===== config.mk =====
export PLATFORM = sky130hd
export DESIGN_NAME = fifo_pop_serializer
export DESIGN_NICKNAME = d
export VERILOG_FILES = /design/src/rtl/fifo_pop_serializer.sv
export SDC_FILE = /design/constraint.sdc
export NUM_CORES = 1
export LEC_CHECK = 0
export ABC_AREA = 0
export BUFFER_PORTS_ARGS = -buffer_cell sky130_fd_sc_hd__buf_2
export CORE_MARGIN = 1.5
export CORE_UTILIZATION = 35
export DETAILED_ROUTE_END_ITERATION = 10
export GPL_TIMING_DRIVEN = 0
export PLACE_DENSITY_LB_ADDON = 0.3
export SLEW_MARGIN = 15
export SYNTH_ARGS = -nofsm -noshare
export SYNTH_HDL_FRONTEND = slang
export SYNTH_SLANG_ARGS = --single-unit

===== constraint.sdc =====
create_clock -name clk -period 1.7 [get_ports clk]
set_clock_uncertainty 0.1 [all_clocks]
set_input_delay 0.255 -clock clk [delete_from_list [all_inputs] [get_ports clk]]
set_output_delay 0.255 -clock clk [all_outputs]
set_load 0.05 [all_outputs]

===== src/rtl/fifo_pop_serializer.sv =====
// fifo_pop_serializer: pops wide first-word-fall-through FIFO words and emits them as OUT_WIDTH chunks.
// Define SERIALIZER_LSB_FIRST_EN for LSB-first chunk order; the default order is MSB first.
module fifo_pop_serializer #(
  parameter int IN_WIDTH  = 32,
  parameter int OUT_WIDTH = 8,
  parameter int CNT_WIDTH = 2
) (
  input  logic                 clk,
  input  logic                 rst_n,
  output logic                 fifo_pop,
  input  logic [IN_WIDTH-1:0]  fifo_pop_data,
  input  logic                 fifo_pop_ready,
  output logic                 out_push,
  output logic [OUT_WIDTH-1:0] out_data,
  input  logic                 out_push_ready,
  output logic                 busy
);
  localparam int RATIO = IN_WIDTH / OUT_WIDTH;
  typedef enum logic {EMPTY, SEND} state_t;
  state_t r_state, w_next;
  logic [CNT_WIDTH-1:0] r_cnt;
  logic [IN_WIDTH-1:0] r_hold;
  logic [OUT_WIDTH-1:0] w_chunk [RATIO];
  logic w_acc, w_last, w_pop;
  always_comb begin
    w_acc  = r_state == SEND && out_push_ready;
    w_last = w_acc && r_cnt == CNT_WIDTH'(RATIO - 1);
    w_pop  = fifo_pop_ready && (r_state == EMPTY || w_last);
    w_next = w_pop ? SEND : w_last ? EMPTY : r_state;
  end
  for (genvar g = 0; g < RATIO; g++) begin : g_chunk
`ifdef SERIALIZER_LSB_FIRST_EN
    assign w_chunk[g] = r_hold[g*OUT_WIDTH +: OUT_WIDTH];
`else
    assign w_chunk[g] = r_hold[(RATIO-1-g)*OUT_WIDTH +: OUT_WIDTH];
`endif
  end
  // the pop strobe is gated by rst_n so it drops the moment reset asserts
  assign fifo_pop = w_pop && rst_n;
  assign out_push = r_state == SEND;
  assign busy     = out_push;
  assign out_data = w_chunk[r_cnt];
  always_ff @(posedge clk or negedge rst_n) begin
    if (!rst_n) begin
      r_state <= EMPTY;
      r_cnt   <= '0;
      r_hold  <= '0;
    end else begin
      r_state <= w_next;
      r_cnt   <= (w_pop || w_last) ? '0 : w_acc ? r_cnt + 1'b1 : r_cnt;
      if (w_pop) r_hold <= fifo_pop_data;
    end
  end
endmodule


==> results.cfg, run 1 <==
[detailed_routing]
routed_wl_mm = 4.38
detail-route-antenna-nets = 0
drt_iter0_drc = 66
drt-wirelength-per-cell_um = 14.6
drt_drc_violations_left = 0
vias_per_cell = 4.66
dr.pass1.iters = 4
dr_total_vias = 1397

[floorplanning]
die_h_um = 79.1
design.core.area_mm2 = 0.00554
row_count = 27
io_pins = 47
die_w_um = 79.1
die-area_mm2 = 0.00626
initial_standard_cell_utilization_of_the_core = 0.366

[critical_path]
cp_data_arrival_time_ns = 1.54
required_time_at_the_worst_slack_endpoint_ns = 1.34
crit_path_start = r_cnt[0]
critPathKind = reg -> out
worst-path-max-fanout = 4
crit_path_start_kind = flip-flop
critical_path.endpoint_type = output pin
worstReg2RegStart = r_cnt[0]

[sta]
final_min_period_over_clock_period = 1.11
slew-limit-headroom = 0.446
setup_tns_ns = -1.54
number_of_failing_hold_endpoints_at_the_final_stage = 0
worst_slack_ns = -0.190
grt_setup_unrepaired = yes
fmax_mhz = 529
max_slew.worst_pin.slew_ns = 0.828
finish_stage_setup_viols = 9
max_slew_violations = 0
finalWorstPathRequiredPeriod_ns = 1.89

[global_routing]
grt_util_all_layers = 0.154
global_route.overflow_total = 0
initial_antenna_violation_count = 0
grt_pass1_wl_mm = 7.19
grt_pass1_vias = 1416
largest_net_degree_at_the_start_of_global_routing = 19

[run_status]
violations = negative setup slack
status = complete, but fails checks

[power]
cellLeakagePower_uw = 0.00124
pwr_density_cell_mw_per_mm2 = 2040
worst_ir_drop_vdd_uv = 793
post-layout-total-power_uw = 5390

[yosys]
post_synth_instance_area_mm2 = 0.00203
synth_nets = 206
seq_area_frac_synth = 0.432
ys.warnings.count = 0
synth.ff_latch_count = 35
syn_area_per_cell_um2 = 12.0
synth.lib_cells_used.distinct = 20
netlist_instances = 169

[cts]
cts-buffers-inserted = 5
cts_root_buffer = sky130_fd_sc_hd__clkbuf_8
ctsLongestPathBuffers = 2
clk_latency_ns = 0.28
cts_tree = built
cts_sinks = 35
clk_transition_reported_paths_ns = 0.07
cts_htree_levels = 2

[min_path]
min_from = fifo_pop_ready
hold_path.class = in -> reg

[final_layout]
layout.cells.most_common_list = sky130_fd_sc_hd__buf_2 (39), sky130_fd_sc_hd__nand2_1 (34), sky130_fd_sc_hd__dfrtp_1 (33), sky130_fd_sc_hd__inv_1 (32), sky130_fd_sc_hd__o32ai_2 (30)
final_layout_size_suffix_gt1_frac = 0.513
design.final.nets = 264
growth_of_design_area_from_synthesis_to_finish_pct = 30.1
diodes = 0
layout.cells.most_common = sky130_fd_sc_hd__buf_2

[placement]
globalplace.congestion = 0.727
hpwl_mm = 3.06
buffer_ports.inserted = 45

[run]
max_capacitance_violation_count = 0
## path summary, 6_finish.rpt
| check | end | slack [ns] | cells after the start |
|---|---|---|---|
| worst max-delay path | out_data[2] | -0.19 | 3 |
| worst min-delay path | busy | 0.12 | 2 |
| worst max register to register | r_hold[25] | 0.13 | 5 |
| worst min register to register | r_hold[10] | 0.44 | 2 |
| max in group asynchronous | r_cnt[0] | 0.39 | 2 |
| min in group asynchronous | r_hold[1] | 0.52 | 2 |
## metal layers
metal,track usage,up-vias,share of wire
li1,-,713,-
met5,0,-,0
met2,0.240,35,0.47
met1,0.215,647,0.48
met3,0.0402,2,0.041
met4,0.0368,0,0.0087
## logic make-up (layout without fill, tap and decap cells)
| kind of cell | after synthesis | in the layout | synth area share |
|---|---|---|---|
| mux | 8 | 8 | 0.0889 |
| buf+inv | 49 | 108 | 0.119 |
| flops | 35 | 35 | 0.432 |
| simple gates | 41 | 41 | 0.0901 |
| compound gates | 35 | 35 | 0.264 |
| fa+ha+maj | 1 | 1 | 0.00617 |
## synth_stat cells
| cell | number | area share |
|---|---|---|
| sky130_fd_sc_hd__nor4bb_1 | 1 | 0.0049 |
| sky130_fd_sc_hd__and3_4 | 1 | 0.0056 |
| sky130_fd_sc_hd__nand2b_1 | 1 | 0.0031 |
| sky130_fd_sc_hd__mux4_2 | 8 | 0.089 |
| sky130_fd_sc_hd__a31o_2 | 2 | 0.0086 |
| sky130_fd_sc_hd__or2_2 | 1 | 0.0031 |
| sky130_fd_sc_hd__a21boi_2 | 1 | 0.0056 |
| sky130_fd_sc_hd__ha_1 | 1 | 0.0062 |
| sky130_fd_sc_hd__and2b_1 | 1 | 0.0037 |
| sky130_fd_sc_hd__o32ai_2 | 30 | 0.24 |
| sky130_fd_sc_hd__clkbuf_1 | 4 | 0.0074 |
| sky130_fd_sc_hd__buf_6 | 5 | 0.028 |
| sky130_fd_sc_hd__buf_4 | 4 | 0.015 |
| sky130_fd_sc_hd__nor2_1 | 1 | 0.0019 |
| sky130_fd_sc_hd__inv_1 | 32 | 0.059 |
| sky130_fd_sc_hd__dfrtp_1 | 35 | 0.43 |
| sky130_fd_sc_hd__buf_2 | 4 | 0.0099 |
| sky130_fd_sc_hd__and4b_1 | 1 | 0.0049 |
| sky130_fd_sc_hd__nand2_1 | 34 | 0.063 |
| sky130_fd_sc_hd__o32ai_1 | 2 | 0.0086 |
## where the power goes
group / internal [uW] / switching [uW] / total [uW]
clock network: 586 / 299 / 886
registers: 1240 / 240 / 1480
logic: 1520 / 1500 / 3020
## timing repair
item | 4_1_cts | 5_1_grt
setup buffers | 3 | 0
gates resized for setup | 28 | 1
gates cloned | 1 | 0
pin swaps | 1 | 0
endpoints found under the setup margin | 9 | 9
endpoints found under the hold margin | 17 | 0
hold buffers | 2 | 0
## state kept, by name (all words and copies together) (netlist names)
| signal | flops |
|---|---|
| r_cnt | 2 |
| busy | 1 |
| r_hold | 32 |
## worst max-delay path, cell delays in order, from the launching register on
cell and delay, ns:
sky130_fd_sc_hd__dfrtp_2 0.41, sky130_fd_sc_hd__clkbuf_16 0.16, sky130_fd_sc_hd__mux4_2 0.52, sky130_fd_sc_hd__buf_8 0.17
## through the flow
step | cells | utilization | hold slack, ns | setup WS, ns | instance area [um^2]
global placement | 286 | 0.424 | 0.305 | -0.179 | 2350
detailed placement | 286 | 0.424 | 0.299 | -0.190 | 2350
global route | 300 | 0.476 | 0.130 | -0.236 | 2640
floorplan | 169 | - | -0.141 | 0.0698 | 2040
finish | 300 | 0.476 | 0.124 | -0.190 | 2640
CTS | 300 | 0.477 | 0.123 | -0.238 | 2640
## area by class of cell
| cell class | instances | area (um^2) |
|---|---|---|
| buffer | 17 | 140 |
| multi-input combinational | 85 | 927 |
| tap | 72 | 90.1 |
| clock buffer | 6 | 72.6 |
| fill | 534 | 2900 |
| inverter | 32 | 120 |
| clock inverter | 2 | 60.1 |
| timing repair buffer | 51 | 349 |
| sequential | 35 | 878 |
Note: power is estimated with default switching activity, not from simulation.
==> inputs of run 2 (changes only) <==
Settings changed: CELL_PAD_IN_SITES_DETAIL_PLACEMENT set to 1, CELL_PAD_IN_SITES_GLOBAL_PLACEMENT set to 1.
==> run 2 against run 1 <==
  * The flow finishes with violations (negative hold slack, negative setup slack)
  * Total power decreased by 2.6%
  * Critical path type unchanged
  * Global-route usage increased by 2.1 points
  * Setup slack got worse by 0.035 ns
  * Design area decreased by 0.85%
  * Clock power decreased by 30%
==> results.cfg, run 2 (synthesized netlist as in run 1, its figures left out) <==
[sta]
finish_stage_setup_viols = 9
fmax_mhz = 520
max_slew.worst_pin.slew_ns = 0.507
grt_setup_unrepaired = yes
fin_worst_hold_slack_ns = -0.147
worst_slack_ns = -0.225
final_min_period_over_clock_period = 1.13
slew-limit-headroom = 0.662
max_slew_violations = 0
finalWorstPathRequiredPeriod_ns = 1.92
number_of_failing_hold_endpoints_at_the_final_stage = 35

[floorplanning]
die_w_um = 79.1
row_count = 27
io_pins = 47
initial_standard_cell_utilization_of_the_core = 0.366
design.core.area_mm2 = 0.00554
die_h_um = 79.1
die-area_mm2 = 0.00626

[power]
pwr_density_cell_mw_per_mm2 = 2010
post-layout-total-power_uw = 5250
cellLeakagePower_uw = 0.00123
worst_ir_drop_vdd_uv = 1030

[run_status]
status = complete, but fails checks
violations = negative hold slack, negative setup slack

[global_routing]
initial_antenna_violation_count = 0
global_route.overflow_total = 0
grt_pass1_vias = 1561
grt_pass1_wl_mm = 8.11
largest_net_degree_at_the_start_of_global_routing = 37
grt_util_all_layers = 0.175

[detailed_routing]
drt-wirelength-per-cell_um = 16.6
dr.pass1.iters = 4
drt_iter0_drc = 47
drt_drc_violations_left = 0
detail-route-antenna-nets = 0
vias_per_cell = 4.93
routed_wl_mm = 5.03
dr_total_vias = 1490

[cts]
cts_tree = built
cts_root_buffer = sky130_fd_sc_hd__clkbuf_8
cts_sinks = 35
cts-buffers-inserted = 5
clk_latency_ns = 0.29
cts_htree_levels = 2
clk_transition_reported_paths_ns = 0.07
ctsLongestPathBuffers = 2

[critical_path]
critical_path.endpoint_type = output pin
worstSetupEndpoint = out_data[6]
cp_slowest_stage_delay_ns = 0.51
critical_path.reg2reg.endpoint = r_hold[22]
timing.critical_path.depth = 3
critPathKind = reg -> out
cp_data_arrival_time_ns = 1.57
worst_r2r_path_depth = 5
worstReg2RegStart = r_cnt[0]
crit_path_start = r_cnt[0]
ff2ff_setup_slack_ns = 0.06
crit_path_start_kind = flip-flop
worst_path_dominant_cell_family = multiplexers
worst-path-max-fanout = 5
worstPathCellList = clkbuf_16, mux4_2, buf_6
critPathBufInv = 2
required_time_at_the_worst_slack_endpoint_ns = 1.34
critPathSlowestCell = sky130_fd_sc_hd__mux4_2

[placement]
buffer_ports.inserted = 45
hpwl_mm = 3.59
globalplace.congestion = 0.699
dp_slack_ns = -0.198
placement_stage_cell_area_mm2 = 0.00235

[min_path]
hold_path.class = in -> async

[final_layout]
design.final.nets = 266
max_ffs_per_register = 32
growth_of_design_area_from_synthesis_to_finish_pct = 29.0
layout.cells.most_common = sky130_fd_sc_hd__buf_2
final_area_mm2 = 0.00262
largest-register = r_hold
diodes = 0
final_layout_size_suffix_gt1_frac = 0.526
layout.core_utilization = 0.472
layout.cells.most_common_list = sky130_fd_sc_hd__buf_2 (38), sky130_fd_sc_hd__nand2_1 (34), sky130_fd_sc_hd__dfrtp_1 (33), sky130_fd_sc_hd__inv_1 (32), sky130_fd_sc_hd__o32ai_2 (30)

[run]
max_capacitance_violation_count = 0
==> run 2: cell count changes in the layout (fill, tap and decap cells not counted), sizes merged <==
cell,previous run,this run
clkbuf,11,13
bufinv,2,0
clkinv,0,1
dlygate4sd3,2,0
buf,61,64
==> run 2: power by group <==
| group | leakage [uW] | switching, uW | total, uW | internal (uW) |
|---|---|---|---|---|
| sequential | 0.000422 | 279 | 1520 | 1240 |
| clock | 0.0000482 | 297 | 623 | 327 |
| combinational | 0.000763 | 1540 | 3100 | 1560 |
| total | 0.00123 | 2120 | 5250 | 3130 |
==> run 2: worst min path at each step <==
stage,slack [ns],cells past startpoint,to
2_1_floorplan,-0.14,0,busy
3_3_place_gp,0.31,1,r_cnt[0]
3_5_place_dp,0.30,1,r_cnt[0]
4_1_cts,-0.01,1,r_hold[11]
5_1_grt,-0.11,1,r_hold[27]
6_report,-0.15,1,r_hold[26]
==> run 2: routing by layer <==
metal  vias to the layer above  share of wire  wire length [um]  GRT usage
met1                       739           0.45              2290      0.242
met3                         6          0.038               191     0.0322
met2                        34           0.49              2480      0.275
met4                         0          0.015                74     0.0632
met5                         -              0                 0          0
li1                        711              -                 -          -
==> run 2: worst register-to-register path: cells and delay by family (launching register included) <==
family	cells	cell delay [ns]
flip-flops	1	0.45
buffers and inverters	2	0.41
AO/OA/AOI/OAI	2	0.31
adder cells (fa/ha/maj)	1	0.24
==> run 2: layout make-up <==
cell class                      count  area, um^2
Clock buffer                        7        86.3
Timing Repair Buffer               53         358
Buffer                             17         150
Fill cell                         626        2930
Inverter                           32         120
Sequential cell                    35         878
Multi-Input combinational cell     85         927
Tap cell                           72        90.1
Clock inverter                      1        5.00
==> run 2: per-stage QoR <==
step                      std cells  TNS, ns  hold WS, ns
final                           302    -1.89       -0.147
after global routing            302    -2.23       -0.113
after CTS                       295    -2.00      -0.0109
after detailed placement        286    -1.18        0.302
after global placement          286   -0.889        0.305
after floorplan                 169        0       -0.141
==> run 2: timing repair <==
item                                    in CTS  in global routing
buffers inserted                             1                  6
cloned                                       0                  1
gates resized for setup                     25                  4
pin swaps                                    1                  1
endpoints found under the setup margin       9                  9
endpoints found under the hold margin       28                 35
==> inputs of run 3 (changes only) <==
Settings changed: SETUP_SLACK_MARGIN set to 0.05.
==> run 3 against run 2 <==
  * The run still ends with negative hold slack, negative setup slack left
  * Critical path depth unchanged
  * Via count up 2.0%
  * Core utilization is 0.14 points higher
  * Count of clock-buffer cells in the layout unchanged
  * Combinational power barely moved
  * Routed wire length grew 1.8%
  * Global-route usage is the same
  * Final cell count unchanged
  * Register-to-register slack gained 0.04 ns
  * First-iteration DRC count rose by 11%
  * Setup slack about the same
  * Critical path type unchanged
  * Largest cell class unchanged
==> results.cfg, run 3 (synthesized netlist as in run 1, its figures left out) <==
[critical_path]
crit_path_start_kind = flip-flop
critPathKind = reg -> out
worst-path-max-fanout = 5
critPathSlowestCell = sky130_fd_sc_hd__mux4_2
worstPathCellList = buf_12, mux4_2, buf_6
worst_path_dominant_cell_family = multiplexers
cp_slowest_stage_delay_ns = 0.53
cp_data_arrival_time_ns = 1.57
required_time_at_the_worst_slack_endpoint_ns = 1.34
critPathBufInv = 2
critical_path.endpoint_type = output pin

[global_routing]
grt_pass1_vias = 1561
grt_util_all_layers = 0.175
global_route.overflow_total = 0
largest_net_degree_at_the_start_of_global_routing = 37
initial_antenna_violation_count = 0
grt_pass1_wl_mm = 8.11

[run_status]
violations = negative hold slack, negative setup slack
status = complete, but fails checks

[floorplanning]
initial_standard_cell_utilization_of_the_core = 0.366
die_h_um = 79.1
die-area_mm2 = 0.00626
design.core.area_mm2 = 0.00554
row_count = 27
io_pins = 47
die_w_um = 79.1

[detailed_routing]
drt_drc_violations_left = 0
routed_wl_mm = 5.12
detail-route-antenna-nets = 0
vias_per_cell = 5.03
dr.pass1.iters = 4
drt-wirelength-per-cell_um = 16.9
drt_iter0_drc = 52
dr_total_vias = 1520

[placement]
buffer_ports.inserted = 45
globalplace.congestion = 0.699
hpwl_mm = 3.59
numPlacedInstances = 286

[final_layout]
design.final.nets = 266
growth_of_design_area_from_synthesis_to_finish_pct = 29.4
largest-register = r_hold
final_cells = 302
layout.cells.most_common = sky130_fd_sc_hd__buf_2
max_ffs_per_register = 32
combined_area_of_the_multi_input_logic_cells_um2 = 927
final-seq-area_um2 = 878
filler_cell_count = 626
layout.cells.most_common_list = sky130_fd_sc_hd__buf_2 (38), sky130_fd_sc_hd__nand2_1 (34), sky130_fd_sc_hd__dfrtp_1 (33), sky130_fd_sc_hd__inv_1 (32), sky130_fd_sc_hd__o32ai_2 (30)
final_layout_size_suffix_gt1_frac = 0.526
diodes = 0

[sta]
finish_stage_setup_viols = 9
fmax_mhz = 520
max_slew_violations = 0
fin_worst_hold_slack_ns = -0.152
worst_slack_ns = -0.225
finalWorstPathRequiredPeriod_ns = 1.92
number_of_failing_hold_endpoints_at_the_final_stage = 35
final_min_period_over_clock_period = 1.13
max_slew.worst_pin.slew_ns = 0.502
grt_setup_unrepaired = yes
slew-limit-headroom = 0.666

[min_path]
hold_path.class = in -> async

[cts]
cts_htree_levels = 2
clk_latency_ns = 0.29
clk_transition_reported_paths_ns = 0.07
cts_tree = built
ctsLongestPathBuffers = 2
cts_root_buffer = sky130_fd_sc_hd__clkbuf_8
cts_sinks = 35
cts-buffers-inserted = 5

[power]
combinationalPowerShare = 0.591
power_frac_seq = 0.290
pwr_density_cell_mw_per_mm2 = 2010
worst_ir_drop_vdd_uv = 1020
net-switching-power_uw = 2140
cell_internal_pwr_uw = 3140
post-layout-total-power_uw = 5270
clock_power_share = 0.119
cellLeakagePower_uw = 0.00124
sw_frac_of_total = 0.405

[run]
max_capacitance_violation_count = 0
run 3: cell count changes in the layout (fill, tap and decap cells not counted):
cell	before	now
sky130_fd_sc_hd__buf_4	11	9
sky130_fd_sc_hd__buf_6	13	15
run 3: what timing repair did:
| item | in CTS | in global routing |
|---|---|---|
| setup buffers | 1 | 6 |
| endpoints found under the setup margin | 9 | 9 |
| gates resized for setup | 25 | 6 |
| cloned | 0 | 1 |
| endpoints found under the hold margin | 28 | 35 |
| pin swaps | 1 | 1 |
run 3: cell type report:
class                      count  area share
inverter                      32      0.0458
buffer                        17      0.0601
clock inverter                 1     0.00191
clock buffer                   7      0.0329
timing repair buffer          53       0.136
tap                           72      0.0344
sequential                    35       0.335
multi-input combinational     85       0.354
run 3: metal layers:
layer | track usage | vias to the layer above | part of all wire
li1 | - | 715 | -
met2 | 0.275 | 39 | 0.49
met3 | 0.0322 | 6 | 0.041
met5 | 0 | - | 0
met1 | 0.242 | 760 | 0.45
met4 | 0.0632 | 0 | 0.014
run 3: final timing paths:
kind / startpoint / to / slack, ns / cells past startpoint
max in group asynchronous: rst_n / busy / 1.28 / 1
max reg2reg: r_cnt[0] / r_hold[23] / 0.10 / 5
min in group clk: fifo_pop_ready / busy / 0.11 / 2
min reg2reg: r_hold[10] / r_hold[10] / 0.46 / 2
max: r_cnt[0] / out_data[4] / -0.22 / 3
min: rst_n / r_cnt[0] / -0.15 / 1
run 3: worst reg2reg max path: stages (launching register included):
cell                      delay (ns)
sky130_fd_sc_hd__dfrtp_2        0.45
sky130_fd_sc_hd__ha_2           0.24
sky130_fd_sc_hd__and3_4         0.18
sky130_fd_sc_hd__buf_6          0.13
sky130_fd_sc_hd__buf_6          0.15
sky130_fd_sc_hd__o32ai_2        0.26
run 3: metrics by stage:
stage / setup slack [ns] / utilization / TNS, ns / cell area, um^2 / hold WS, ns
6_report: -0.225 / 0.473 / -1.89 / 2620 / -0.152
5_1_grt: -0.273 / 0.473 / -2.24 / 2620 / -0.112
4_1_cts: -0.250 / 0.457 / -2.00 / 2530 / -0.0109
3_5_place_dp: -0.198 / 0.424 / -1.18 / 2350 / 0.302
3_3_place_gp: -0.191 / 0.424 / -0.889 / 2350 / 0.305
2_1_floorplan: 0.0698 / - / 0 / 2040 / -0.141
run 3: power groups by stage:
stage	Combinational [uW]	Clock, uW	Sequential, uW
after CTS	3000	644	1500
after detailed placement	2660	0	1510
after global routing	3310	677	1570
final	3120	625	1530
after floorplan	2200	0	1410
after global placement	2610	0	1490
